===== src/rtl/conv_pkg.sv =====
// rtl/conv_pkg.sv - shared constants and int8 saturation helper for the conv output packer
package conv_pkg;

    localparam int WORD_W   = 32;
    localparam int BYTE_W   = 8;
    localparam int LANES    = 4;
    localparam int CNT_W    = 2;
    localparam int INT8_MAX = 127;
    localparam int INT8_MIN = -128;

    function automatic logic [BYTE_W-1:0] sat_int8(input logic signed [33:0] v,
                                                   input logic              relu);
        logic signed [33:0] t;
        t = (relu && (v < 0)) ? '0 : v;
        if (t > $signed(34'(INT8_MAX)))
            return 8'h7F;
        else if (t < $signed(34'(INT8_MIN)))
            return 8'h80;
        else
            return t[BYTE_W-1:0];
    endfunction

endpackage


===== src/rtl/conv_out_fifo.sv =====
// rtl/conv_out_fifo.sv - first-word-fall-through sync FIFO for packed output words
module conv_out_fifo #(
    parameter int DEPTH = 8,
    parameter int WIDTH = 32
) (
    input  logic                       clk,
    input  logic                       rst,
    input  logic                       push,
    input  logic [WIDTH-1:0]           push_data,
    input  logic                       pop,
    output logic [WIDTH-1:0]           pop_data,
    output logic [$clog2(DEPTH):0]     level,
    output logic                       full,
    output logic                       empty
);
    localparam int AW = $clog2(DEPTH);

    logic [WIDTH-1:0] mem [DEPTH];
    logic [AW-1:0]    wr_ptr;
    logic [AW-1:0]    rd_ptr;
    logic             pop_eff;
    logic             push_eff;

    assign empty    = (level == '0);
    assign full     = (level == (AW+1)'(DEPTH));
    assign pop_eff  = pop && !empty;
    // A full FIFO still takes a word when the same cycle pops one
    assign push_eff = push && (!full || pop_eff);
    assign pop_data = empty ? '0 : mem[rd_ptr];

    always_ff @(posedge clk) begin
        if (push_eff)
            mem[wr_ptr] <= push_data;
    end

    always_ff @(posedge clk or posedge rst) begin
        if (rst) begin
            wr_ptr <= '0;
            rd_ptr <= '0;
            level  <= '0;
        end else begin
            if (push_eff)
                wr_ptr <= wr_ptr + 1'b1;
            if (pop_eff)
                rd_ptr <= rd_ptr + 1'b1;
            if (push_eff && !pop_eff)
                level <= level + 1'b1;
            else if (pop_eff && !push_eff)
                level <= level - 1'b1;
        end
    end

endmodule


===== src/rtl/conv_output_packer.sv =====
// rtl/conv_output_packer.sv - bias add, rounding requant, ReLU/int8 saturation and 4-lane word packing
module conv_output_packer
    import conv_pkg::*;
#(
    parameter int DEPTH   = 8,
    parameter int SHIFT_W = 5
) (
    input  logic                       clk,
    input  logic                       rst,
    input  logic [31:0]                acc_result,
    input  logic                       acc_valid,
    output logic                       acc_ready,
    input  logic [31:0]                bias,
    input  logic [SHIFT_W-1:0]         shift,
    input  logic                       relu_en,
    input  logic                       flush,
    output logic [31:0]                out_data,
    output logic                       out_valid,
    input  logic                       out_ready,
    output logic [$clog2(DEPTH):0]     fifo_level,
    output logic                       overflow
);
    localparam int LVL_W = $clog2(DEPTH) + 1;

    logic                       accept;
    logic                       s1_valid;
    logic signed [32:0]         s1_sum;
    logic [SHIFT_W-1:0]         s1_shift;
    logic                       s1_relu;
    logic                       s2_valid;
    logic [BYTE_W-1:0]          s2_byte;
    logic signed [33:0]         req_ext;
    logic signed [33:0]         req_rnd;
    logic signed [33:0]         req_val;
    logic [CNT_W-1:0]           cnt;
    logic [3*BYTE_W-1:0]        partial;
    logic                       flush_pending;
    logic                       flush_done;
    logic                       lane_full;
    logic                       word_push;
    logic [WORD_W-1:0]          word_data;
    logic                       fifo_full;
    logic                       fifo_empty;

    // Two free slots cover the bytes still in S1/S2 when ready drops
    assign acc_ready = !flush_pending && (fifo_level <= LVL_W'(DEPTH - 2));
    assign accept    = acc_valid && acc_ready;
    assign out_valid = !fifo_empty;

    always_comb begin
        req_ext = {s1_sum[32], s1_sum};
        req_rnd = '0;
        req_val = req_ext;
        if (s1_shift != '0) begin
            req_rnd = 34'sd1 <<< (s1_shift - 1'b1);
            req_val = (req_ext + req_rnd) >>> s1_shift;
        end
    end

    assign flush_done = flush_pending && !s1_valid && !s2_valid
                        && (fifo_level < LVL_W'(DEPTH));
    assign lane_full  = s2_valid && (cnt == 2'd3);
    assign word_push  = lane_full || (flush_done && (cnt != '0));
    // Unused upper lanes of a flushed word are already zero in partial
    assign word_data  = lane_full ? {s2_byte, partial} : {8'h00, partial};

    always_ff @(posedge clk or posedge rst) begin
        if (rst) begin
            s1_valid      <= 1'b0;
            s1_sum        <= '0;
            s1_shift      <= '0;
            s1_relu       <= 1'b0;
            s2_valid      <= 1'b0;
            s2_byte       <= '0;
            cnt           <= '0;
            partial       <= '0;
            flush_pending <= 1'b0;
            overflow      <= 1'b0;
        end else begin
            s1_valid <= accept;
            if (accept) begin
                s1_sum   <= {acc_result[31], acc_result} + {bias[31], bias};
                s1_shift <= shift;
                s1_relu  <= relu_en;
            end

            s2_valid <= s1_valid;
            if (s1_valid)
                s2_byte <= sat_int8(req_val, s1_relu);

            if (s2_valid) begin
                if (cnt == 2'd3) begin
                    partial <= '0;
                    cnt     <= '0;
                end else begin
                    partial[{cnt, 3'b000} +: BYTE_W] <= s2_byte;
                    cnt <= cnt + 1'b1;
                end
            end else if (flush_done) begin
                partial <= '0;
                cnt     <= '0;
            end

            if (flush_done)
                flush_pending <= 1'b0;
            else if (flush)
                flush_pending <= 1'b1;

            if (word_push && fifo_full && !out_ready)
                overflow <= 1'b1;
        end
    end

    conv_out_fifo #(
        .DEPTH (DEPTH),
        .WIDTH (WORD_W)
    ) u_fifo (
        .clk       (clk),
        .rst       (rst),
        .push      (word_push),
        .push_data (word_data),
        .pop       (out_ready),
        .pop_data  (out_data),
        .level     (fifo_level),
        .full      (fifo_full),
        .empty     (fifo_empty)
    );

endmodule


===== config.mk =====
export PLATFORM = sky130hd
export DESIGN_NAME = conv_output_packer
export DESIGN_NICKNAME = d
export VERILOG_FILES = /design/src/rtl/conv_pkg.sv /design/src/rtl/conv_out_fifo.sv /design/src/rtl/conv_output_packer.sv
export SDC_FILE = /design/constraint.sdc
export NUM_CORES = 1
export LEC_CHECK = 0
export ABC_AREA = 1
export CAP_MARGIN = 20
export CORE_ASPECT_RATIO = 0.75
export CORE_MARGIN = 5
export CORE_UTILIZATION = 55
export DETAILED_ROUTE_END_ITERATION = 10
export DONT_BUFFER_PORTS = 1
export PLACE_DENSITY = 0.7
export SYNTH_ARGS = -nofsm -noshare
export SYNTH_HDL_FRONTEND = slang
export SYNTH_SLANG_ARGS = --single-unit

===== constraint.sdc =====
create_clock -name clk -period 6 [get_ports clk]
set_input_delay 1.5 -clock clk [delete_from_list [all_inputs] [get_ports clk]]
set_output_delay 1.5 -clock clk [all_outputs]
set_load 0.03 [all_outputs]

Word level (Yosys, flattened, before mapping)
Memory sizes are Yosys's and may differ from the RTL's. Index checks and enable logic that the tools add are counted.

Register bits: 87. Memory bits (writable): 256. Bits of input ports: 75. Output and inout port bits: 39. Logic and storage cells: 83. Memories: 1.

Add/sub/neg operators: 9. Order comparisons: 5. Equality and inequality tests: 2. Shift-type cells: 4. Multiplexer cells: 19. Reduce and logical (&&, ||, !) cells: 30.

Memory list: u_fifo.mem (depth 8, width 32, read ports 1, clocked after Yosys merged registers in 0, wr ports 1, RTL line conv_out_fifo.sv:18) `logic [WIDTH-1:0] mem [DEPTH];`.

Operator list (count): 2-to-1 mux 24 bit (3); 2-to-1 mux 34 bit (2); 2-to-1 mux 32 bit (2); adder 33 x 34 -> 34 bit (1); greater-than comparator 34 x 8 -> 1 bit, second input constant (1); less-than comparator 34 x 1 -> 1 bit, second input constant (1); less-than comparator 34 x 8 -> 1 bit, second input constant (1); <<< shifter 2 x 5 -> 34 bit, first input constant (1); >>> shifter 34 x 5 -> 34 bit (1); adder 32 x 32 -> 33 bit (1); bitwise mux 24 bit (1); variable shift 8 x 7 -> 24 bit, first input constant (1); indexed part select 8 x 7 -> 24 bit (1); 2-to-1 mux 8 bit (2); logical AND 1 bit (14); zero test 1 bit (8); 2-to-1 mux 4 bit (2); nonzero test 2 bit (4); negation 5 -> 7 bit (1); adder 3 x 1 -> 3 bit, second input constant (2); 2-to-1 mux 2 bit (3); nonzero test 5 bit (1); subtractor 5 x 1 -> 5 bit, second input constant (1); adder 4 x 1 -> 4 bit, second input constant (1); other kinds (9) (13).

Logic depth before layout (Yosys ltp)
Gate-level depths: netlist (run 1).

Word-level depth: 11. Mapped depth: 43. Depth with buffers taken out: 41.

Cells and area by module
From an unflattened synthesis (run 1), not the netlist that was laid out.

Cells, all modules: 2994. Area, all modules: 22051.1 sq um.

By module, submodules not included: conv_out_fifo (instances 1, cells an instance 1192, area an instance 11782.6 sq um, sequential area each 7937.6 sq um); conv_output_packer (instances 1, cells an instance 1802, area an instance 10268.6 sq um, sequential area each 1926.8 sq um).

Worst setup path before layout (run 1)
No wires, ideal clock.

Path type: register -> register. Start: register s1_shift[0]. End: register s2_byte[0]. Library setup time: 0.131 ns. Arrival time: 4.307 ns. Data required time: 5.869 ns. Setup slack: 1.562 ns. Cell stages (with the launch flop): 41. Buffers on the path: 2. Period minus slack after synthesis: 4.438 ns. Path through: dfrtp_1 > buf_2 > nor2_2 > inv_2 > nor2_4 > nand2_2 > inv_1 > nor2_1 > clkbuf_1 > nor2_1 > inv_1 > nand3_1 > inv_1 > ha_1 > fa_1 > nand2_1 > inv_1 > nand2_1 > [... 5 more ...] > nand2_1 > nand3_1 > nand3_1 > nand3_1 > nand2_1 > nand2_1 > nand3_1 > nand3_1 > nand2_1 > nand2_1 > nand2_1 > nand2_1 > nor2_1 > nand2_1 > nor2_1 > nand2_1 > a21oi_4 > a21oi_2.

Word-level cells in the longest chain between the ends: 11. Elaborated cells on any way between the ends: 13. Those cells by class: add/sub (2); order compare (3); shift (2); mux (4); reduce/logical (2).

RTL lines: from (decl) (RTL line conv_output_packer.sv:28) `logic [SHIFT_W-1:0] s1_shift;`; from (signal assigned) (RTL line conv_output_packer.sv:83) `s1_shift <= shift;`; subtractor 5 x 1 -> 5 bit (RTL line conv_output_packer.sv:55) `req_rnd = 34'sd1 <<< (s1_shift - 1'b1);`; <<< shifter 2 x 5 -> 34 bit (RTL line conv_output_packer.sv:55); adder 33 x 34 -> 34 bit (RTL line conv_output_packer.sv:56) `req_val = (req_ext + req_rnd) >>> s1_shift;`; >>> shifter 34 x 5 -> 34 bit (RTL line conv_output_packer.sv:56); 2-to-1 mux 34 bit (*) (RTL line conv_output_packer.sv:54) `if (s1_shift != '0) begin`; less-than comparator 34 x 1 -> 1 bit (RTL line conv_pkg.sv:14) `t = (relu && (v < 0)) ? '0 : v;`; logical AND 1 bit (RTL line conv_pkg.sv:14); 2-to-1 mux 34 bit (*) (RTL line conv_pkg.sv:14); less-than comparator 34 x 8 -> 1 bit (RTL line conv_pkg.sv:17) `else if (t < $signed(34'(INT8_MIN)))`; 2-to-1 mux 8 bit (RTL line conv_pkg.sv:17); 2-to-1 mux 8 bit (*) (RTL line conv_pkg.sv:15) `if (t > $signed(34'(INT8_MAX)))`; to (signal assigned) (RTL line conv_output_packer.sv:89) `s2_byte <= sat_int8(req_val, s1_relu);`; to (decl) (RTL line conv_output_packer.sv:31) `logic [BYTE_W-1:0] s2_byte;`.

Every way passes the cells marked *; elsewhere a longest branch is shown, timed or not. A chain may end at the register's enable or synchronous reset.

Worst setup path in the final report (run 1)
Start: register s1_shift[0]. End: register s2_byte[5].

The elaborated chain is that of the path after synthesis.

==> impl_metrics.toml, run 1 <==
[layout]
drive_above_1_share = 0.0657
layout_common_cells = "nand2_1 (548), nor2_1 (366), nand3_1 (277)"
postLayoutCoreUtil = 0.595
final_common_cell = "nand2_1"
area_growth_pct = 6.96
nets = 2686
antenna_cells = 0

[sta]
fmax_mhz = 191
setup_viol = 0
worstMarginPinSlew_ns = 1.07
min_period_ns = 5.22
slew_violations = 0
relSlewSlack = 0.283
tns_ns = 0
period_share = 0.870
hold_viol = 0
skew_ns = 0.00999
rsz0062_at_grt = "no"

[worst_setup_path]
reg2reg_slack_ns = 0.78
path_buf_inv = 5
reg2reg_depth = 40
crit_slowest_cell = "fa_1"
crit_start = "s1_shift[0]"
path_max_fanout = 7
crit_top_cell = "nand2_1"
critPathKind = "reg -> reg"
worstPathArrival_ns = 5.65
timing.rr.start = "s1_shift[0]"
path_delay_family = "simple AND/OR/NAND/NOR gates"
crit_path_start_kind = "flip-flop"
cp.required_ns = 6.43
reg2reg_to = "s2_byte[5]"
critPathMaxStageDelay_ns = 0.45
crit_path_end_kind = "flip-flop"

[die]
start_util = 0.557
placementRows = 61
die_w_um = 234
coreArea_um2 = 37100
die_h_um = 178
die_area_um2 = 41600
pin_count = 114

[routing]
dr_wl_met2_um = 24000
vias_per_cell = 5.90
m1WireLength_um = 29000
wl_met3_um = 7870
vias = 18100
route.detailed.drc = 0
drtPass1Iterations = 8
totalWireLength_um = 62000
topRoutingLayerUsed = "met5"
wire_per_inst_um = 20.3
drtAntennaViolNets = 0
drt-initial-drc-count = 2325

[hold_path]
hold-path-cell-count = 2
hold_class = "reg -> reg"
hp-start = "flush_pending"
hold_end = "flush_pending"

[clock_network]
cts_resized = 0
numCtsBuffers = 31
cts_tree = "done"
clkLatencyLatePin_ns = 0.56
h-tree-depth = 1
hold_buffers = 0
post_cts_buffers = 0
clockBufferDepth = 3
cts-root-buf = "clkbuf_16"
cts.sinks = 343
clk_pin_slew_ns = 0.06

[synth]
synth_cell_types = 57
syn_nets = 2727
synth_warnings = 0
netlist_area_um2 = 20600
postSynthRegisterBits = 343
ys_seq_area_frac = 0.478
synth_cells = 2576
synthArstFlopShare = 0.254
avgSynthCellArea_um2 = 8.02
synth_ff_type = "edfxtp_1"
synth-edff-count = 256

[global_routing]
grt_pass1_wl_um = 94900
grt_max_degree = 87
grt_usage = 0.293
grt_overflow = 0
grt_pass1_vias = 16300
antenna_found_initial = 3

[place]
hpwl_um = 45100
portBuffers = 0
place_congestion = 1.07

[pwr]
vdd_drop_max_mv = 0.286
power_density_nw_per_um2 = 525
power.leakage_nw = 9.48

[run_status]
status = "finished clean"

[run]
drv_cap = 0
cell families (layout without fill, tap and decap cells):
group           Yosys count  in the layout  synth area share
simple gates           1294           1294             0.266
compound gates          457            457             0.123
buf+inv                 366            347            0.0685
flops                   343            343             0.478
fa+ha+maj                76             76            0.0471
xor+xnor                 38             38            0.0161
mux                       2              2           0.00103
routing by layer:
layer	GRT usage	up-vias
met5	0.0156	-
met3	0.0979	93
met2	0.395	961
li1	-	8622
met1	0.463	8378
met4	0.0474	4
state kept, by name, summed over array words and instances (netlist names), 2 cells and up:
name           count
s2_byte            8
partial           24
u_fifo.mem       256
s1_sum            33
cnt                2
u_fifo.level       4
s1_shift           5
u_fifo.rd_ptr      3
u_fifo.wr_ptr      3
how the worst max path moves through the flow:
stage / to / slack, ns / depth (start not counted)
2_1_floorplan: s2_byte[0] / 1.56 / 40
3_3_place_gp: s1_sum[30] / 0.96 / 18
3_5_place_dp: s1_sum[30] / 0.90 / 18
4_1_cts: s2_byte[0] / 0.96 / 40
5_1_grt: s2_byte[3] / 0.37 / 40
6_report: s2_byte[5] / 0.78 / 40
worst min-delay path: stages, from the launching register on:
cell and delay [ns]:
dfrtp_1 0.34, nor2_1 0.05, nor2_1 0.09
final cells by class:
cell class	count	area, um2
repair buffers	33	268
clock inverters	11	55.1
inverters	259	978
well taps	504	631
flip-flops and latches	343	9870
multi-input cells	1867	9430
fillers	3360	15000
clock buffers	44	855
per-stage QoR:
step / hold WS, ns / instances / power, mW / setup WS (ns) / instance area (um2)
2_1_floorplan: 0.372 / 2576 / 7.91 / 1.56 / 20600
3_3_place_gp: 0.487 / 3005 / 9.59 / 0.964 / 21100
3_5_place_dp: 0.503 / 3006 / 9.63 / 0.903 / 21200
4_1_cts: 0.517 / 3061 / 11.4 / 0.963 / 22100
5_1_grt: 0.532 / 3061 / 12.4 / 0.367 / 22100
6_report: 0.524 / 3061 / 11.6 / 0.777 / 22100
synth_stat cells, types with 17 or more instances:
cell | number | share of area
o22ai_1 | 41 | 0.012
buf_1 | 17 | 0.0031
ha_1 | 73 | 0.044
nor2_1 | 374 | 0.068
edfxtp_1 | 256 | 0.37
inv_1 | 247 | 0.045
xor2_1 | 19 | 0.0081
nand2_1 | 548 | 0.10
a21oi_1 | 65 | 0.016
nand2_2 | 29 | 0.0088
clkbuf_1 | 70 | 0.013
nand3_1 | 277 | 0.067
a31oi_1 | 39 | 0.012
xnor2_1 | 19 | 0.0081
o21ai_0 | 253 | 0.061
dfrtp_1 | 87 | 0.11
where the power goes:
part / leakage, nW / switching, mW / internal, mW / total, mW
sequential: 3.37 / 0.476 / 2.90 / 3.38
clock: 0.438 / 0.822 / 0.983 / 1.81
combinational: 5.67 / 4.64 / 1.77 / 6.41
total: 9.48 / 5.94 / 5.66 / 11.6
Power figures use the tool's default switching activity.
==> inputs of run 2 (changes only) <==
--- a/config.mk
+++ b/config.mk
@@ -10,6 +10,7 @@
 export CORE_ASPECT_RATIO = 0.75
 export CORE_MARGIN = 5
 export CORE_UTILIZATION = 55
+export CTS_BUF_LIST = sky130_fd_sc_hd__clkbuf_8
 export DETAILED_ROUTE_END_ITERATION = 10
 export DONT_BUFFER_PORTS = 1
 export PLACE_DENSITY = 0.7
==> impl_metrics.toml, run 2 (same netlist as run 1, synthesis figures left out) <==
[worst_setup_path]
crit_path_end_kind = "flip-flop"
path_max_fanout = 7
crit_start = "s1_shift[0]"
worstPathArrival_ns = 5.69
critPathMaxStageDelay_ns = 0.45
crit_slowest_cell = "fa_1"
cp.required_ns = 6.47
critPathKind = "reg -> reg"
crit_path_start_kind = "flip-flop"
timing.rr.start = "s1_shift[0]"
crit_top_cell = "nand2_1"

[sta]
tns_ns = 0
rsz0062_at_grt = "no"
hold_viol = 0
worstMarginPinSlew_ns = 1.05
min_period_ns = 5.22
fmax_mhz = 192
period_share = 0.870
slew_violations = 0
layout_setup_ws_ns = 0.779
skew_ns = 0.0311
relSlewSlack = 0.298
setup_viol = 0

[layout]
top_regs = "u_fifo.mem (256), s1_sum (33), partial (24)"
area_growth_pct = 7.13
regMostFlops = "u_fifo.mem"
stdcell_count = 3099
postLayoutCoreUtil = 0.596
antenna_cells = 0
final_common_cell = "nand2_1"
drive_above_1_share = 0.0748
largest_reg_flops = 256
nets = 2705
layout_common_cells = "nand2_1 (548), nor2_1 (366), nand3_1 (277)"

[routing]
wl_met3_um = 8190
topRoutingLayerUsed = "met5"
drtAntennaViolNets = 0
wire_per_inst_um = 20.1
dr_wl_met2_um = 24100
vias = 18000
route.detailed.drc = 0
drt-initial-drc-count = 2126
totalWireLength_um = 62200
drtPass1Iterations = 6
m1WireLength_um = 29000
vias_per_cell = 5.81

[die]
coreArea_um2 = 37100
die_h_um = 178
pin_count = 114
die_w_um = 234
placementRows = 61
die_area_um2 = 41600
start_util = 0.557

[run_status]
status = "finished clean"

[clock_network]
cts-root-buf = "clkbuf_8"
clockBufferDepth = 3
hold_buffers = 0
post_cts_buffers = 0
clk_pin_slew_ns = 0.07
cts.sinks = 343
cts_resized = 0
clkLatencyLatePin_ns = 0.60
h-tree-depth = 2
numCtsBuffers = 50
cts_tree = "done"

[global_routing]
grt_usage = 0.296
grt_max_degree = 87
grt_pass1_vias = 16600
antenna_found_initial = 2
grt_pass1_wl_um = 95700
grt_overflow = 0

[pwr]
switching_share = 0.518
power_frac_comb = 0.554
p_int_mw = 5.56
clock_power_share = 0.154
power.leakage_nw = 9.61
vdd_drop_max_mv = 0.308
power.switching_mw = 5.98
power_density_nw_per_um2 = 522
p_total_mw = 11.5
seq_power_share = 0.292

[place]
hpwl_um = 45100
place_worst_setup_slack_ns = 0.903
place_congestion = 1.07
placed_cells = 3006
portBuffers = 0

[hold_path]
hp-start = "flush_pending"
hold_class = "reg -> reg"

[run]
drv_cap = 0
-- run 2: changes by cell type in the layout (fill, tap and decap cells not counted), sizes merged --
cell      previous run  this run
inv                254       277
clkbuf              44        54
clkinv              13        20
clkinvlp             3         0
bufinv               0         1
-- run 2: routing by layer --
layer | up-vias | track usage
met3 | 83 | 0.104
li1 | 8660 | -
met4 | 2 | 0.0511
met5 | - | 0
met2 | 917 | 0.398
met1 | 8331 | 0.464
-- run 2: final cells by class --
class,instances,area [um2]
sequential,343,9870
fill,3368,15000
tap,504,631
clock inverter,39,203
multi-input combinational,1867,9430
timing repair buffer,33,268
clock buffer,54,743
inverter,259,978
-- run 2: worst max-delay path, delay by kind of cell (launching register included) --
kind | cells | cell delay [ns]
DFF | 1 | 0.40
adders and majority gates | 2 | 0.69
buffers and inverters | 5 | 0.48
and+or+nand+nor | 31 | 3.13
AOI/OAI and AO/OA | 2 | 0.41
-- run 2: path summary, 6_finish.rpt --
path                                     to  slack (ns)  cells after the start
max in group asynchronous  u_fifo.rd_ptr[0]        4.06                      2
setup / recovery                 s2_byte[5]        0.78                     40
hold / removal                flush_pending        0.52                      2
hold reg to reg               flush_pending        0.52                      2
setup reg to reg                 s2_byte[5]        0.78                     40
min in group asynchronous        s1_sum[12]        0.91                      1
-- run 2: power groups by stage --
stage | logic [mW] | registers, mW | clock network [mW]
3_3_place_gp | 6.19 | 3.40 | 0
3_5_place_dp | 6.23 | 3.40 | 0
4_1_cts | 6.26 | 3.36 | 1.81
2_1_floorplan | 4.76 | 3.16 | 0
5_1_grt | 7.05 | 3.41 | 1.92
6_report | 6.39 | 3.38 | 1.77
-- run 2: per-stage QoR --
step,instance area [um2],hold slack (ns)
final,22100,0.519
after global routing,22100,0.535
after CTS,22100,0.518
after detailed placement,21200,0.503
after global placement,21100,0.487
after floorplan,20600,0.372
